==> config.mk <==
export PLATFORM = sky130hd
export DESIGN_NAME = line_window_buffer_flat
export DESIGN_NICKNAME = d
export VERILOG_FILES = /design/src/rtl/line_window_buffer_if.sv /design/src/rtl/line_window_buffer.sv /design/src/flat_wrapper.sv
export SDC_FILE = /design/constraint.sdc
export NUM_CORES = 1
export LEC_CHECK = 0
export CAP_MARGIN = 15
export CELL_PAD_IN_SITES_DETAIL_PLACEMENT = 0
export CELL_PAD_IN_SITES_GLOBAL_PLACEMENT = 1
export CORE_MARGIN = 3
export CORE_UTILIZATION = 30
export CTS_CLUSTER_DIAMETER = 80
export DETAILED_ROUTE_END_ITERATION = 16
export GPL_TIMING_DRIVEN = 0
export PLACE_DENSITY = 0.56
export REMOVE_ABC_BUFFERS = 1
export SLEW_MARGIN = 20
export SYNTH_ARGS = -nofsm -noshare
export SYNTH_HDL_FRONTEND = slang
export SYNTH_SLANG_ARGS = --single-unit
==> constraint.sdc <==
create_clock -name clk -period 3.8 [get_ports clk]
set_clock_uncertainty 0.15 [all_clocks]
set_input_delay 0.76 -clock clk [delete_from_list [all_inputs] [get_ports clk]]
set_output_delay 0.76 -clock clk [all_outputs]
set_load 0.01 [all_outputs]
==> src/rtl/line_window_buffer_if.sv <==
// Pixel stream / window bus between the raster source, line_window_buffer and the multiplier.
// frame_done exists only when LWB_FRAME_DONE_EN is defined.
interface line_window_buffer_if #(
  parameter int BITS        = 9,
  parameter int KERNEL_SIZE = 3
);
  logic                                  write_en;
  logic [BITS-1:0]                       pixel_in;
  logic [KERNEL_SIZE*KERNEL_SIZE*BITS-1:0] window_out;
  logic                                  out_en;
`ifdef LWB_FRAME_DONE_EN
  logic                                  frame_done;

  modport master (output write_en, pixel_in, input window_out, out_en, frame_done);
  modport slave  (input write_en, pixel_in, output window_out, out_en, frame_done);
`else
  modport master (output write_en, pixel_in, input window_out, out_en);
  modport slave  (input write_en, pixel_in, output window_out, out_en);
`endif
endinterface

==> src/rtl/line_window_buffer.sv <==
// Raster-order KxK window generator using K-1 chained line buffers; no edge padding.
// Optional frame_done pulse is enabled by defining LWB_FRAME_DONE_EN.
module line_window_buffer #(
  parameter int BITS        = 9,
  parameter int KERNEL_SIZE = 3,
  parameter int IMG_WIDTH   = 32,
  parameter int IMG_HEIGHT  = 32
) (
  input logic                 clk,
  input logic                 reset,
  line_window_buffer_if.slave bus
);
  localparam int COL_W = $clog2(IMG_WIDTH);
  localparam int ROW_W = $clog2(IMG_HEIGHT);
  localparam int WIN_W = KERNEL_SIZE * KERNEL_SIZE * BITS;

  localparam logic [COL_W-1:0] COL_LAST  = COL_W'(IMG_WIDTH - 1);
  localparam logic [COL_W-1:0] COL_FIRST = COL_W'(KERNEL_SIZE - 1);
  localparam logic [ROW_W-1:0] ROW_LAST  = ROW_W'(IMG_HEIGHT - 1);
  localparam logic [ROW_W-1:0] ROW_FILL  = ROW_W'(KERNEL_SIZE - 2);

  localparam logic [0:0] FILL = 1'b0;
  localparam logic [0:0] RUN  = 1'b1;

  logic [COL_W-1:0] col;
  logic [ROW_W-1:0] row;
  logic [0:0]       state;
  logic [WIN_W-1:0] win;
  logic [WIN_W-1:0] win_shift;
  logic             out_en_q;

  logic [BITS-1:0] line_mem [0:KERNEL_SIZE-2][0:IMG_WIDTH-1];
  logic [BITS-1:0] lb_out   [0:KERNEL_SIZE-2];
  logic [BITS-1:0] new_col  [0:KERNEL_SIZE-1];

  logic col_last;
  logic frame_last;
  logic emit;

  assign col_last   = (col == COL_LAST);
  assign frame_last = col_last && (row == ROW_LAST);
  assign emit       = bus.write_en && (state == RUN) && (col >= COL_FIRST);

  // Line buffer k holds the row k+1 lines above the incoming pixel; index 0 is the newest.
  always_comb begin
    for (int k = 0; k < KERNEL_SIZE - 1; k++) lb_out[k] = line_mem[k][col];
    new_col[0] = bus.pixel_in;
    for (int k = 1; k < KERNEL_SIZE; k++) new_col[k] = lb_out[k-1];
  end

  always_comb begin
    win_shift = '0;
    for (int r = 0; r < KERNEL_SIZE; r++) begin
      win_shift[(r*KERNEL_SIZE)*BITS +: BITS] = new_col[r];
      for (int c = 1; c < KERNEL_SIZE; c++)
        win_shift[(r*KERNEL_SIZE+c)*BITS +: BITS] = win[(r*KERNEL_SIZE+c-1)*BITS +: BITS];
    end
  end

  always_ff @(posedge clk) begin
    if (bus.write_en) begin
      line_mem[0][col] <= bus.pixel_in;
      for (int k = 1; k < KERNEL_SIZE - 1; k++) line_mem[k][col] <= lb_out[k-1];
    end
  end

  // RUN starts with the first row that completes a window and ends after the frame's last pixel.
  always_ff @(posedge clk or negedge reset) begin
    if (!reset) begin
      col      <= '0;
      row      <= '0;
      state    <= FILL;
      win      <= '0;
      out_en_q <= 1'b0;
    end else begin
      out_en_q <= emit;
      if (bus.write_en) begin
        win <= win_shift;
        if (col_last) begin
          col <= '0;
          row <= (row == ROW_LAST) ? '0 : row + 1'b1;
        end else begin
          col <= col + 1'b1;
        end
        if (frame_last)
          state <= FILL;
        else if (col_last && (row == ROW_FILL))
          state <= RUN;
      end
    end
  end

  assign bus.window_out = win;
  assign bus.out_en     = out_en_q;

`ifdef LWB_FRAME_DONE_EN
  logic frame_done_q;

  always_ff @(posedge clk or negedge reset) begin
    if (!reset) frame_done_q <= 1'b0;
    else        frame_done_q <= emit && frame_last;
  end

  assign bus.frame_done = frame_done_q;
`endif
endmodule

==> src/flat_wrapper.sv <==
// flat-port wrapper written by rule: the top's interface ports become plain ports
module line_window_buffer_flat 
#(
  parameter int BITS        = 9,
  parameter int KERNEL_SIZE = 3,
  parameter int IMG_WIDTH   = 32,
  parameter int IMG_HEIGHT  = 32
)
  (clk, reset, bus_write_en, bus_pixel_in, bus_window_out, bus_out_en);
  line_window_buffer_if #(.BITS(BITS), .KERNEL_SIZE(KERNEL_SIZE)) bus_i ();
  input logic clk;
  input logic reset;
  input wire logic [$bits(bus_i.write_en)-1:0] bus_write_en;
  input wire logic [$bits(bus_i.pixel_in)-1:0] bus_pixel_in;
  output wire logic [$bits(bus_i.window_out)-1:0] bus_window_out;
  output wire logic [$bits(bus_i.out_en)-1:0] bus_out_en;
  assign bus_i.write_en = bus_write_en;
  assign bus_i.pixel_in = bus_pixel_in;
  assign bus_window_out = bus_i.window_out;
  assign bus_out_en = bus_i.out_en;
  line_window_buffer #(.BITS(BITS), .KERNEL_SIZE(KERNEL_SIZE), .IMG_WIDTH(IMG_WIDTH), .IMG_HEIGHT(IMG_HEIGHT)) u_core (.clk(clk), .reset(reset), .bus(bus_i));
endmodule
After elaboration in Yosys (flattened, before gate mapping)

Memories as Yosys holds them, arrays and structs flattened.
Cells that the tools add are included.

Register bits after elaboration: 93
Word-level logic and storage cells: 37
Bits of input ports: 12
Output and inout port bits: 82
Memories: 1
Bits in writable memories: 576

Memories:

| memory          | words | width | read ports | clocked after Yosys merged registers in | write ports | line                     | RTL |
|---|---|---|---|---|---|---|---|
| u_core.line_mem | 2     | 288   | 2          | 0                                       | 2           | line_window_buffer.sv:32 | `logic [BITS-1:0] line_mem [0:KERNEL_SIZE-2][0:IMG_WIDTH-1];` |

Bitwise operators: 1
Add/sub/neg operators: 2
Mux-type cells: 14
Equal/unequal tests: 3
Reduce and logical (&&, ||, !) cells: 8
Magnitude comparators: 3

Operators with widths:

| operator            | count |
|---|---|
| $mux 288            | 1 |
| $bmux 9 s5          | 2 |
| $demux 9 s5         | 1 |
| $mux 9              | 5 |
| $add 5x1->5 const B | 2 |
| $eq 5x5->1 const B  | 2 |
| $mux 5              | 2 |
| $ge 6x6->1 const B  | 1 |
| $lt 6x1->1 const B  | 1 |
| $not 5->6           | 1 |
| $eq 5x1->1 const B  | 1 |
| $ge 5x2->1 const B  | 1 |
| $logic_and 1x1->1   | 5 |
| $reduce_and 2->1    | 2 |
| $mux 1              | 3 |
| $reduce_bool 2->1   | 1 |

Logic depth before layout (Yosys ltp)

Depth after elaboration: 6
Gate-level depth with buffers: 10
Mapped depth without buffers: 7

Worst setup path before layout

No wires, ideal clock.

Path type: input port to flip-flop
Start point: in bus_write_en
End point: mem u_core.line_mem[0][108] (netlist bit), enable pin
Arrival: 2907 ps
Setup slack: 327 ps
Setup time: 416 ps
Required time: 3234 ps
Cell stages on the path: 5
Cell sequence: clkbuf_1 -> clkbuf_1 -> buf_2 -> nand2_1 -> nor3_1

RTL lines:

| what            | line                     | RTL |
|---|---|---|
| start, declared | flat_wrapper.sv:13       | `input wire logic [$bits(bus_i.write_en)-1:0] bus_write_en;` |
| end, declared   | line_window_buffer.sv:32 |  |

==> flow_metrics.env <==
export IMPL_synthArstFlopShare_pct=13.9
export IMPL_drcViolationCount=0
export IMPL_syn_inst=1384
export IMPL_end_kind="flip-flop"
export IMPL_outcome="finished clean"
export IMPL_fin_ws_ns=0.158
export IMPL_total_power_mw=23.0
export IMPL_fmax_mhz=275
export IMPL_fin_util_pct=36.9
export IMPL_fin_nets=1537
export IMPL_syn_cell_area_um2=25700
export IMPL_finalCritPeriodShare_pct=95.8
export IMPL_grt_antenna_before_repair=6
export IMPL_maxCapViolations=0
export IMPL_ys_seq_elements=669
export IMPL_hp_class="flip-flop to flip-flop"
export IMPL_synth_edf_count=576
export IMPL_ys_seq_area_share_pct=76.3
export IMPL_fin_cells=2704
export IMPL_critical_path_class="flip-flop to flip-flop"
export IMPL_wire_per_inst_um=23.3
export IMPL_vias_per_cell=4.89
export IMPL_yosysMostFrequentCell="edfxtp_1"
export IMPL_yosys_top_cells_area="edfxtp_1 67%, dfrtp_1 9.0%, mux2i_1 7.6%"
export IMPL_ys_warn_count=0
export IMPL_drt_iter0_markers=856
export IMPL_vias=13200
export IMPL_die_area_um2=89300
export IMPL_syn2layout_area_growth_pct=21.0
export IMPL_worstReg2RegEnd="u_core.line_mem[0][304]"
export IMPL_cts_buffers=72
export IMPL_place_ws_ns=-0.633
export IMPL_setup_viol_count_final=0
export IMPL_synthTopCellsByCount="576 x edfxtp_1, 196 x mux2i_1, 93 x dfrtp_1"
export IMPL_postRouteAntennaNets=0
export IMPL_grt_pass1_vias=13300
export IMPL_placed_cell_area_um2=28800
export IMPL_cts_clk_slew_worst_paths_ns=0.06
export IMPL_final_hold_violation_count=0
export IMPL_port_buffer_count=93
export IMPL_ff2ff_path_depth=4
export IMPL_crit_required_ns=3.81
export IMPL_place_hpwl_mm=39.4
export IMPL_htreeDepth=3
export IMPL_synthDistinctLibCells=46
export IMPL_yosys_area_top_type="edfxtp_1"
export IMPL_max_vdd_ir_drop_v=0.000334
export IMPL_die_h_um=299
export IMPL_drive_above_1_share_pct=20.8
export IMPL_core_um2=84400
export IMPL_finalWirelength_mm=63.1
export IMPL_pin_count=94
export IMPL_max_slew_worst_pin_slew_ns=1.12
export IMPL_cts_root_buffer="clkbuf_16"
export IMPL_dp_cells=2573
export IMPL_rsz0062_at_grt="no"
export IMPL_place_congestion=0.717
export IMPL_min_period_ns=3.64
export IMPL_crit_arrival_ns=3.66
export IMPL_design_area_um2=31100
export IMPL_clockBufferDepth=3
export IMPL_nFillCells=7801
export IMPL_synth_top_area_share_pct=67.2
export IMPL_clk_latency_ns=0.60
export IMPL_r2r_start="u_core.col[0]"
export IMPL_powerDensity_nw_per_um2=737
export IMPL_critPathLaunchType="flip-flop"
export IMPL_power_leakage_nw=10.4
export IMPL_synth_avg_cell_area_um2=18.6
export IMPL_grt_pass1_wl_mm=92.5
export IMPL_finalMaxSlewViolations=0
export IMPL_grt_max_degree=61
export IMPL_rows=106
export IMPL_start_util_pct=30.5
export IMPL_die_w_um=299
export IMPL_grt_overflow_total=0
export IMPL_cts_sinks=669
export IMPL_synth_ff_type="edfxtp_1"
export IMPL_cts_tree="yes"
export IMPL_first_pass_iters=4
export IMPL_endpoint="u_core.line_mem[0][304]"
export IMPL_crit_start="u_core.col[0]"
export IMPL_reg2reg_slack_ns=0.16
export IMPL_grtUsageTotal_pct=14.0
export IMPL_crit_fanout=34
export IMPL_slew_headroom_pct=24.4
layout make-up:
class / instances / area [um^2] / share of cell area [%]
inverter: 6 / 22.5 / 0.0723
clock buffer: 101 / 2070 / 6.64
multi-input combinational: 631 / 6080 / 19.5
timing repair buffer: 136 / 1760 / 5.64
tap: 1134 / 1420 / 4.56
antenna: 1 / 2.50 / 0.00804
sequential: 669 / 19600 / 63.1
clock inverter: 26 / 151 / 0.486
per-stage QoR:
step           hold slack (ns)  setup TNS, ns
3_3_place_gp             0.339       -9364.08
4_1_cts                  0.358              0
2_1_floorplan            0.314       -4870.76
6_report                 0.351              0
5_1_grt                  0.366              0
3_5_place_dp             0.345        -129.98
layout by cell type (no fill, tap or decap), drive strengths merged, types with 3 or more instances in the layout:
cell type | netlist | routed
a221oi | 8 | 8
a22o | 16 | 16
a31oi | 20 | 20
and3 | 3 | 3
buf | 48 | 53
clkbuf | 30 | 101
clkdlybuf4s50 | 0 | 82
clkinv | 0 | 23
dfrtp | 93 | 93
edfxtp | 576 | 576
ha | 9 | 9
inv | 6 | 8
mux2 | 66 | 66
mux2i | 196 | 196
mux4 | 46 | 46
nand2 | 20 | 20
nand3 | 6 | 6
nand4b | 4 | 4
nand4bb | 4 | 4
nor2 | 67 | 67
nor3 | 13 | 13
nor4 | 18 | 18
o21ai | 26 | 26
o22ai | 82 | 82
or2 | 3 | 3
or4b | 4 | 4
state kept, by name (all words and copies together), names as in the netlist:
signal	cells
u_core.line_mem	576
u_core.bus.window_out	81
u_core.col	5
u_core.row	5
u_core.bus.out_en	1
u_core.state	1
repair_timing:
action / in CTS / in global routing
setup buffers: 2 / 0
setup endpoints to repair: 288 / 256
hold endpoints to repair: 46 / 0
resized for setup: 17 / 9
hold buffers: 1 / 0
logic make-up after synthesis:
family                   after synthesis  synth area share, %
AO/OA/AOI/OAI                        157                 3.97
adder cells (fa/ha/maj)                9                0.438
buffers and inverters                 84                 1.59
flip-flops                           669                 76.3
multiplexers                         308                 14.5
AND/OR/NAND/NOR                      157                 3.19
how the worst min path moves through the flow:
stage | startpoint | to | slack, ns | depth (start not counted)
floorplan | reset | u_core.bus.out_en | 0.31 | 0
global placement | u_core.bus.window_out[19] | u_core.bus.window_out[19] | 0.34 | 1
detailed placement | u_core.bus.window_out[52] | u_core.bus.window_out[52] | 0.34 | 1
CTS | u_core.bus.window_out[52] | u_core.bus.window_out[52] | 0.36 | 1
global route | u_core.bus.window_out[52] | u_core.bus.window_out[52] | 0.37 | 1
finish | u_core.bus.window_out[52] | u_core.bus.window_out[52] | 0.35 | 1
power by group:
part | internal, mW | switching, mW | leakage, nW
clock network | 3.85 | 2.73 | 1.09
registers | 9.80 | 0.574 | 6.29
logic | 2.32 | 3.67 | 2.97
total | 16.0 | 6.97 | 10.4
per-layer routing:
layer	share of wire, %	GRT usage, %	up-vias
li1	-	-	5845
met1	46	19.6	6948
met4	2.5	3.83	2
met3	4.8	2.90	105
met5	0.027	0	-
met2	46	22.0	328
critical path: stages (launching register included):
cell       delay [ns]
dfrtp_4          0.79
nand4bb_2        0.64
o22ai_1          0.21
nor4_2           0.78
nand2_2          0.58
(Power assumes the default switching activity.)
